$ cat config.mk
export PLATFORM = sky130hd
export DESIGN_NAME = key_led_ctrl
export DESIGN_NICKNAME = d
export VERILOG_FILES = /design/src/rtl/key_led_ctrl.sv
export SDC_FILE = /design/constraint.sdc
export NUM_CORES = 1
export LEC_CHECK = 0
export BUFFER_PORTS_ARGS = -buffer_cell sky130_fd_sc_hd__buf_2
export CORE_MARGIN = 4
export CORE_UTILIZATION = 60
export DETAILED_ROUTE_END_ITERATION = 10
export GPL_ROUTABILITY_DRIVEN = 0
export GPL_TIMING_DRIVEN = 0
export PLACE_DENSITY_LB_ADDON = 0.12
export SLEW_MARGIN = 0
export SYNTH_ARGS = -nofsm -noshare
export SYNTH_HDL_FRONTEND = slang
export SYNTH_SLANG_ARGS = --single-unit
$ cat constraint.sdc
create_clock -name clk_50m -period 4.2 [get_ports clk_50m]
set_input_delay 0.42 -clock clk_50m [delete_from_list [all_inputs] [get_ports clk_50m]]
set_output_delay 0.42 -clock clk_50m [all_outputs]
set_load 0.005 [all_outputs]
$ cat src/rtl/key_led_ctrl.sv
// -----------------------------------------------------------------------------
// key_led_ctrl
//
// Key-input and LED-pattern controller for board bring-up. Each raw push-button
// is synchronised, polarity-normalised and debounced; debounced presses and
// long presses drive a small mode FSM, and a tick-based pattern generator turns
// the current mode into a registered LED pattern.
//
// Ports:
//   clk_50m      in   system clock
//   rst          in   asynchronous, active-high reset (released synchronously)
//   key          in   [NUM_KEYS]  raw asynchronous button inputs
//   key_level    out  [NUM_KEYS]  debounced pressed level per key
//   key_press    out  [NUM_KEYS]  one-cycle pulse when key_level rises
//   key_long     out  [NUM_KEYS]  one-cycle pulse after LONG_PRESS_CYCLES held
//   led_mode     out  [2]         0 BLINK, 1 WALK_UP, 2 WALK_DOWN, 3 OFF
//   mode_change  out              one-cycle pulse when led_mode takes a new value
//   led          out  [NUM_LEDS]  registered LED drive
// -----------------------------------------------------------------------------
module key_led_ctrl #(
  parameter int NUM_KEYS          = 2,
  parameter int NUM_LEDS          = 4,
  parameter int KEY_ACTIVE_HIGH   = 1,
  parameter int DEBOUNCE_CYCLES   = 8192,
  parameter int LONG_PRESS_CYCLES = 50000000,
  parameter int TICK_CYCLES       = 12500000
) (
  input  logic                clk_50m,
  input  logic                rst,
  input  logic [NUM_KEYS-1:0] key,
  output logic [NUM_KEYS-1:0] key_level,
  output logic [NUM_KEYS-1:0] key_press,
  output logic [NUM_KEYS-1:0] key_long,
  output logic [1:0]          led_mode,
  output logic                mode_change,
  output logic [NUM_LEDS-1:0] led
);

  typedef enum logic [1:0] {
    MODE_BLINK     = 2'd0,
    MODE_WALK_UP   = 2'd1,
    MODE_WALK_DOWN = 2'd2,
    MODE_OFF       = 2'd3
  } mode_e;

  // Counter widths are clog2(max+1); db_cnt never exceeds DEBOUNCE_CYCLES-1 and
  // tick_cnt never exceeds TICK_CYCLES-1, so their max+1 is the cycle count.
  localparam int DB_W   = $clog2(DEBOUNCE_CYCLES);
  localparam int HOLD_W = $clog2(LONG_PRESS_CYCLES + 1);
  localparam int TICK_W = $clog2(TICK_CYCLES);
  localparam int POS_W  = $clog2(NUM_LEDS);

  localparam logic [DB_W-1:0]   DB_LAST   = DB_W'(DEBOUNCE_CYCLES - 1);
  localparam logic [HOLD_W-1:0] HOLD_LAST = HOLD_W'(LONG_PRESS_CYCLES - 1);
  localparam logic [HOLD_W-1:0] HOLD_MAX  = HOLD_W'(LONG_PRESS_CYCLES);
  localparam logic [TICK_W-1:0] TICK_LAST = TICK_W'(TICK_CYCLES - 1);
  localparam logic [POS_W-1:0]  POS_LAST  = POS_W'(NUM_LEDS - 1);

  // Synchroniser flops reset to the released level of the pin, so a key held
  // through reset is seen as a fresh edge and re-qualified by the full debounce.
  localparam logic [NUM_KEYS-1:0] KEY_IDLE = {NUM_KEYS{KEY_ACTIVE_HIGH == 0}};

  // ---------------------------------------------------------------------------
  // Input synchroniser and polarity normalisation
  // ---------------------------------------------------------------------------
  logic [NUM_KEYS-1:0] key_s1_q, key_s2_q;
  logic [NUM_KEYS-1:0] key_sample;

  // NOTE: sequential state uses non-blocking assignments so every flop samples
  // pre-edge values regardless of statement order.
  always_ff @(posedge clk_50m or posedge rst) begin
    if (rst) begin
      key_s1_q <= KEY_IDLE;
      key_s2_q <= KEY_IDLE;
    end else begin
      key_s1_q <= key;
      key_s2_q <= key_s1_q;
    end
  end

  assign key_sample = (KEY_ACTIVE_HIGH != 0) ? key_s2_q : ~key_s2_q;

  // ---------------------------------------------------------------------------
  // Debounce and long-press detection, per key
  // ---------------------------------------------------------------------------
  logic [NUM_KEYS-1:0] key_level_q, key_level_d;
  logic [NUM_KEYS-1:0] key_press_q, key_press_d;
  logic [NUM_KEYS-1:0] key_long_q,  key_long_d;
  logic [DB_W-1:0]     db_cnt_q   [NUM_KEYS];
  logic [DB_W-1:0]     db_cnt_d   [NUM_KEYS];
  logic [HOLD_W-1:0]   hold_cnt_q [NUM_KEYS];
  logic [HOLD_W-1:0]   hold_cnt_d [NUM_KEYS];

  // NOTE: every output of a combinational block gets a default first, so no
  // path leaves a variable unassigned and no latch is inferred.
  always_comb begin
    key_level_d = key_level_q;
    key_press_d = '0;
    key_long_d  = '0;
    for (int i = 0; i < NUM_KEYS; i++) begin
      db_cnt_d[i]   = '0;
      hold_cnt_d[i] = '0;

      // Any sample that agrees with the accepted level restarts the count, so
      // only DEBOUNCE_CYCLES consecutive disagreeing samples flip the level.
      if (key_sample[i] != key_level_q[i]) begin
        if (db_cnt_q[i] == DB_LAST) begin
          key_level_d[i] = key_sample[i];
          key_press_d[i] = key_sample[i];
        end else begin
          db_cnt_d[i] = db_cnt_q[i] + 1'b1;
        end
      end

      // Saturating at LONG_PRESS_CYCLES means the LAST->MAX step happens once
      // per press, giving exactly one long pulse however long the key is held.
      if (key_level_q[i]) begin
        hold_cnt_d[i] = (hold_cnt_q[i] == HOLD_MAX) ? hold_cnt_q[i]
                                                    : hold_cnt_q[i] + 1'b1;
        key_long_d[i] = (hold_cnt_q[i] == HOLD_LAST);
      end
    end
  end

  always_ff @(posedge clk_50m or posedge rst) begin
    if (rst) begin
      key_level_q <= '0;
      key_press_q <= '0;
      key_long_q  <= '0;
      // NOTE: these per-key counter arrays are control state rather than data
      // storage, so unlike a RAM they must be cleared by reset.
      for (int i = 0; i < NUM_KEYS; i++) begin
        db_cnt_q[i]   <= '0;
        hold_cnt_q[i] <= '0;
      end
    end else begin
      key_level_q <= key_level_d;
      key_press_q <= key_press_d;
      key_long_q  <= key_long_d;
      for (int i = 0; i < NUM_KEYS; i++) begin
        db_cnt_q[i]   <= db_cnt_d[i];
        hold_cnt_q[i] <= hold_cnt_d[i];
      end
    end
  end

  // ---------------------------------------------------------------------------
  // Mode FSM: reacts one cycle after the registered key events
  // ---------------------------------------------------------------------------
  mode_e mode_q, mode_d;
  logic  mode_change_q, mode_change_d;
  logic  press_other;

  always_comb begin
    mode_d      = mode_q;
    press_other = 1'b0;
    for (int k = 2; k < NUM_KEYS; k++) begin
      press_other = press_other | key_press_q[k];
    end

    if (|key_long_q) begin
      mode_d = MODE_BLINK;
    end else if (key_press_q[0]) begin
      mode_d = MODE_WALK_UP;
    end else if (key_press_q[1]) begin
      mode_d = MODE_WALK_DOWN;
    end else if (press_other) begin
      mode_d = MODE_OFF;
    end

    mode_change_d = (mode_d != mode_q);
  end

  always_ff @(posedge clk_50m or posedge rst) begin
    if (rst) begin
      mode_q        <= MODE_BLINK;
      mode_change_q <= 1'b0;
    end else begin
      mode_q        <= mode_d;
      mode_change_q <= mode_change_d;
    end
  end

  // ---------------------------------------------------------------------------
  // Tick generator, walking position and blink phase
  // ---------------------------------------------------------------------------
  logic [TICK_W-1:0] tick_cnt_q, tick_cnt_d;
  logic [POS_W-1:0]  pos_q, pos_d;
  logic              phase_q, phase_d;
  logic              tick;

  assign tick = (tick_cnt_q == TICK_LAST);

  // The clear is keyed on mode_change_d so that the pattern restarts from its
  // first step in the same cycle the new mode becomes visible.
  always_comb begin
    tick_cnt_d = tick_cnt_q + 1'b1;
    pos_d      = pos_q;
    phase_d    = phase_q;
    if (mode_change_d) begin
      tick_cnt_d = '0;
      pos_d      = '0;
      phase_d    = 1'b0;
    end else if (tick) begin
      tick_cnt_d = '0;
      pos_d      = (pos_q == POS_LAST) ? '0 : pos_q + 1'b1;
      phase_d    = ~phase_q;
    end
  end

  always_ff @(posedge clk_50m or posedge rst) begin
    if (rst) begin
      tick_cnt_q <= '0;
      pos_q      <= '0;
      phase_q    <= 1'b0;
    end else begin
      tick_cnt_q <= tick_cnt_d;
      pos_q      <= pos_d;
      phase_q    <= phase_d;
    end
  end

  // ---------------------------------------------------------------------------
  // LED pattern, registered one cycle behind mode/pos/phase
  // ---------------------------------------------------------------------------
  logic [NUM_LEDS-1:0] led_q, led_d;

  always_comb begin
    led_d = '0;
    case (mode_q)
      MODE_BLINK:     led_d = {NUM_LEDS{phase_q}};
      MODE_WALK_UP:   led_d[pos_q] = 1'b1;
      MODE_WALK_DOWN: led_d[POS_LAST - pos_q] = 1'b1;
      default:        led_d = '0;
    endcase
  end

  always_ff @(posedge clk_50m or posedge rst) begin
    if (rst) begin
      led_q <= '0;
    end else begin
      led_q <= led_d;
    end
  end

  assign key_level   = key_level_q;
  assign key_press   = key_press_q;
  assign key_long    = key_long_q;
  assign led_mode    = mode_q;
  assign mode_change = mode_change_q;
  assign led         = led_q;

endmodule
=== Yosys cells after proc, flatten, opt, wreduce, memory -nomap -nowiden ===
Cells that the tools add are included.

* Logic and storage cells: 79
* Output and inout bits: 13
* Register bits: 122

* Bitwise gates (word level): 1
* Reduce and logical (&&, ||, !) cells: 7
* Muxes and demuxes: 29
* $add $sub $neg: 7
* Eq/ne operators: 15
* Order comparisons: 4

{| class="wikitable"
|+ Operators with widths
! cell !! count
|-
| equality test 26 bit, second input constant || 4
|-
| two-way mux 26 bit || 4
|-
| adder 26 x 1 -> 26 bit, second input constant || 2
|-
| two-way mux 13 bit || 4
|-
| two-way mux 24 bit || 2
|-
| adder 13 x 1 -> 13 bit, second input constant || 2
|-
| equality test 13 bit, second input constant || 2
|-
| adder 24 x 1 -> 24 bit, second input constant || 1
|-
| equality test 24 bit, second input constant || 1
|-
| two-way mux 2 bit || 6
|-
| case mux 4 bit (3 select lines) || 1
|-
| two-way mux 1 bit || 10
|-
| < comparator 2 x 3 -> 1 bit, second input constant || 2
|-
| demux 1 bit (select 2 bit) || 2
|-
| equality test 2 bit, second input constant || 2
|-
| >= comparator 2 x 1 -> 1 bit, second input constant || 2
|-
| inequality test 2 bit, second input constant || 2
|-
| AND reduction 2 bit || 2
|-
| adder 2 x 1 -> 2 bit, second input constant || 1
|-
| equality test 2 x 1 -> 1 bit, second input constant || 1
|-
| logical AND 1 bit || 2
|-
| logical NOT 2 bit || 1
|-
| inequality test 1 bit || 2
|-
| inequality test 2 bit || 1
|-
| 4 further kinds || 4
|}

=== Logic depth before layout (Yosys ltp) ===
* Word-level depth: 6
* Gate-level depth with buffers: 7
* Gate-level depth less buffers: 6

=== Least setup slack after synthesis ===
No wires, ideal clock.

* Path type: register to register
* Start point: reg tick_cnt_q[0]
* End point: reg tick_cnt_q[18]
* Cell stages (with the launch flop): 7
* Setup time: 0.094 ns
* Clock period less this slack: 2.043 ns
* Arrival: 1.949 ns
* Path slack: 2.157 ns
* Data required time: 4.106 ns
* Cell sequence: dfrtp_1 -> ha_1 -> nand4_2 -> or3_1 -> buf_2 -> or4_1 -> a211oi_1

* Longest elaborated chain between the ends: 3

{| class="wikitable"
|+ Ends and longest elaborated chain
! item !! RTL line !! text
|-
| start: declaration || 187 || <nowiki>logic [TICK_W-1:0] tick_cnt_q, tick_cnt_d;</nowiki>
|-
| start signal: assignment || 217 || <nowiki>tick_cnt_q <= tick_cnt_d;</nowiki>
|-
| adder 24 x 1 -> 24 bit / equality test 24 bit (equally long branches) || 197, 192 ||
|-
| two-way mux 24 bit (*) || 204 || <nowiki>end else if (tick) begin</nowiki>
|-
| two-way mux 24 bit (*) || 200 || <nowiki>if (mode_change_d) begin</nowiki>
|-
| via tick_cnt_d[18] || 187 ||
|}

The timed path passes the listed nets; every way through them passes the cells marked *.
A chain may end at the register's enable or synchronous reset.

=== Worst setup path in the final report ===
* Start point: reg hold_cnt_q[0] (netlist bit)
* End point: reg hold_cnt_q[16] (netlist bit)

* Longest elaborated chain between the ends: 3

{| class="wikitable"
|+ Ends and longest elaborated chain
! item !! RTL line !! text
|-
| start: declaration || 91 || <nowiki>logic [HOLD_W-1:0] hold_cnt_q [NUM_KEYS];</nowiki>
|-
| start signal: indexed assignment || 142 || <nowiki>hold_cnt_q[i] <= hold_cnt_d[i];</nowiki>
|-
| adder 26 x 1 -> 26 bit || 119 || <nowiki>: hold_cnt_q[i] + 1'b1;</nowiki>
|-
| two-way mux 26 bit || 118 || <nowiki>hold_cnt_d[i] = (hold_cnt_q[i] == HOLD_MAX) ? hold_cnt_q[i]</nowiki>
|-
| two-way mux 26 bit || 117 || <nowiki>if (key_level_q[i]) begin</nowiki>
|}

Parallel ways exist; a longest one is shown, timed or not. The select of a mux whose other input is x is not followed.

==> summary.md <==
| Metric | Value |
|---|---|
| Max H-tree Level | `4` |
| Synth-to-Final Area Change | `14.7%` |
| Hold EP | `key_s2_q[0]` |
| Nets | `688` |
| Crit end category | `flip-flop` |
| Final Hold Fails | `0` |
| Die H | `109 um` |
| DRT Wirelength | `12,700 um` |
| Reg2reg setup slack | `1.81 ns` |
| Max FO, Critical Path | `10` |
| Clock Tree Buf Depth | `2` |
| Critical Path Start Type | `flip-flop` |
| GRT busiest layer | `met2` |
| Pwr dens | `384 nW/um^2` |
| Slew headroom | `63.8%` |
| Mean Syn Cell Area | `9.72 sq um` |
| Worst Path Arrival | `2.82 ns` |
| Post-CTS resize count | `0` |
| P_leak | `0.00282 uW` |
| Root Buffer | `clkbuf_8` |
| Reg area | `3050 sq um` |
| Placed Cells | `784` |
| Max-cap viol count | `0` |
| Peak supply drop | `307 uV` |
| Least-Margin Pin Slew | `0.535 ns` |
| Non-Filler Instances | `818` |
| Post-Route Setup TNS | `0 ns` |
| Post-synth EDFFs | `0` |
| Top_reg_cell synth | `dfrtp_1` |
| Post-synth cell types | `43` |
| Reg-to-Reg Start | `hold_cnt_q[0]` |
| Drt first pass iters | `4` |
| Largest net degree at the start of global routing | `88` |
| Max-slew violation count | `0` |
| Clock Skew | `0.0112 ns` |
| Number of cell rows | `36` |
| CTS tree | `built` |
| Die Wd | `109 um` |
| Fraction of layout cells with a size suffix above 1 | `9.20%` |
| Sequential cell area fraction in the yosys report | `49.6%` |
| Setup Crit Path Kind | `flip-flop to flip-flop` |
| GRT Total Usage | `23.5%` |
| M1 GR Usage | `30.3%` |
| RSZ-0062 raised after global routing | `false` |
| Hpwl dp | `8340 um` |
| Period minus WS final | `2.39 ns` |
| Vias per Instance | `6.07` |
| CORE AREA | `9860 sq um` |
| # port buffers | `16` |
| F_max | `419 MHz` |
| Mapped Nets | `649` |
| CP required | `4.64 ns` |
| Starting Density | `62.4%` |
| Reg2Reg Capture Point | `hold_cnt_q[16]` |
| GRT met3 Usage | `5.40%` |
| Inserted Diodes | `0` |
| Vias in the first global route | `4,807` |
| Worst R2R Path Depth | `6` |
| Skew-Pair Late Insertion Delay | `0.52 ns` |
| Overflow after GRT | `0` |
| Total CTS buffers | `17` |
| Drt wl/cell | `15.5 um` |
| Synthesized flop and latch total | `122` |
| First-pass GRT wire length | `22,200 um` |
| Hold Crit Depth | `0` |
| Final core occ | `71.6%` |
| Count of warnings emitted by yosys | `0` |
| Total Power | `2710 uW` |
| Clock-pin slew on the worst setup and hold paths | `0.06 ns` |
| Total die area | `12,000 sq um` |
| IO Pins | `17` |
| HP Start | `key_s1_q[0]` |
| Final period util | `56.8%` |
| Grt met2 use | `38.3%` |
| Initial DRC count | `258` |
| Multi-input logic area | `2910 sq um` |
| ANT nets after route | `0` |
| Synth async-reset ratio | `100%` |
| Status | `finished, final reports clean` |
| Post-synth design cell area | `6160 sq um` |
| Final setup viols | `0` |
| Initial antenna violation count | `0` |
| Min-delay worst type | `flip-flop to flip-flop` |
| Post-Synthesis Cells | `634` |
| DRC viols | `0` |
| CTS sink count | `122` |
| Via count | `4,962` |
| Filler cells | `718` |
synth_stat cells, drive strengths merged, types with 18 or more instances:
| library cell | n | area [sq um] |
|---|---|---|
| nand2 | 38 | 143 |
| or4 | 29 | 225 |
| nor2 | 53 | 199 |
| or3 | 19 | 123 |
| dfrtp | 122 | 3050 |
| o31ai | 23 | 173 |
| nand3 | 44 | 220 |
| xnor2 | 24 | 210 |
| o21ai | 21 | 105 |
| nand4 | 23 | 156 |
| a21oi | 35 | 175 |
| clkbuf | 18 | 67.6 |
| nor3 | 22 | 110 |
| xor2 | 28 | 245 |
| inv | 22 | 82.6 |
report_power, final:
part           internal (uW)  switching, uW  total (uW)
sequential              1180           7.67        1190
clock                    986            494        1480
combinational           11.7           31.8        43.5
total                   2180            533        2710
metrics by stage:
stage	setup WS, ns	hold slack [ns]	cell area, sq um
floorplan	0.537	0.331	6160
global placement	-0.762	0.332	6410
detailed placement	1.84	0.336	6440
CTS	1.83	0.348	7070
global route	1.65	0.350	7070
finish	1.81	0.346	7070
cell families after synthesis:
kind of cell,Yosys count,synth area share (%)
mux,5,0.853
buf+inv,49,3.21
simple gates,292,26.3
xor+xnor,52,7.39
flops,122,49.6
compound gates,103,10.5
fa+ha+maj,11,2.23
what timing repair did:
item | CTS | global route
setup endpoints to repair | 0 | 0
buffers inserted | 0 | 0
hold buffers | 3 | 0
hold endpoints to repair | 37 | 0
layout by cell type, fill, tap and decap left out, types with 22 or more instances in the layout:
cell	count
dfrtp_1	122
a21oi_1	35
xnor2_1	24
xor2_1	28
nor2_1	53
or4_1	27
nand2_1	38
nor3_1	22
o31ai_1	23
nand3_1	44
final cells by class:
class	instances	share of cell area [%]
inverter	23	1.29
clock inverter	9	2.05
timing repair buffer	20	1.95
buffer	26	1.58
tap	133	2.35
sequential	122	43.2
multi-input combinational	463	41.2
clock buffer	22	6.41
state kept, by name, indices dropped and copies added (netlist names):
| register | flops |
|---|---|
| phase_q | 1 |
| key_s1_q | 2 |
| pos_q | 2 |
| key_s2_q | 2 |
| mode_change | 1 |
| db_cnt_q | 26 |
| led | 4 |
| hold_cnt_q | 52 |
| led_mode | 2 |
| key_press | 2 |
| key_long | 2 |
| key_level | 2 |
| tick_cnt_q | 24 |
critical path, cell delays in order, from the launching register on:
cell and delay, ns:
dfrtp_1 0.46, ha_1 0.28, nand3_1 0.17, or4_1 0.60
buf_2 0.23, or4_1 0.41, a21oi_1 0.16
worst max path at each step:
stage               cells past startpoint     startpoint        endpoint  slack (ns)
CTS                                     6  hold_cnt_q[0]  hold_cnt_q[16]        1.83
detailed placement                      6  hold_cnt_q[0]  hold_cnt_q[16]        1.84
floorplan                               1            rst     db_cnt_q[0]        0.54
finish                                  6  hold_cnt_q[0]  hold_cnt_q[16]        1.81
global route                            6  hold_cnt_q[0]  hold_cnt_q[16]        1.65
global placement                        2            rst  tick_cnt_q[19]       -0.76
metal layers:
metal	share of wire [%]	wire, um
met1	45	5720
met3	3.7	472
met5	0	0
met4	1.7	219
met2	49	6270
No activity file was read; power rests on OpenSTA's default activity.
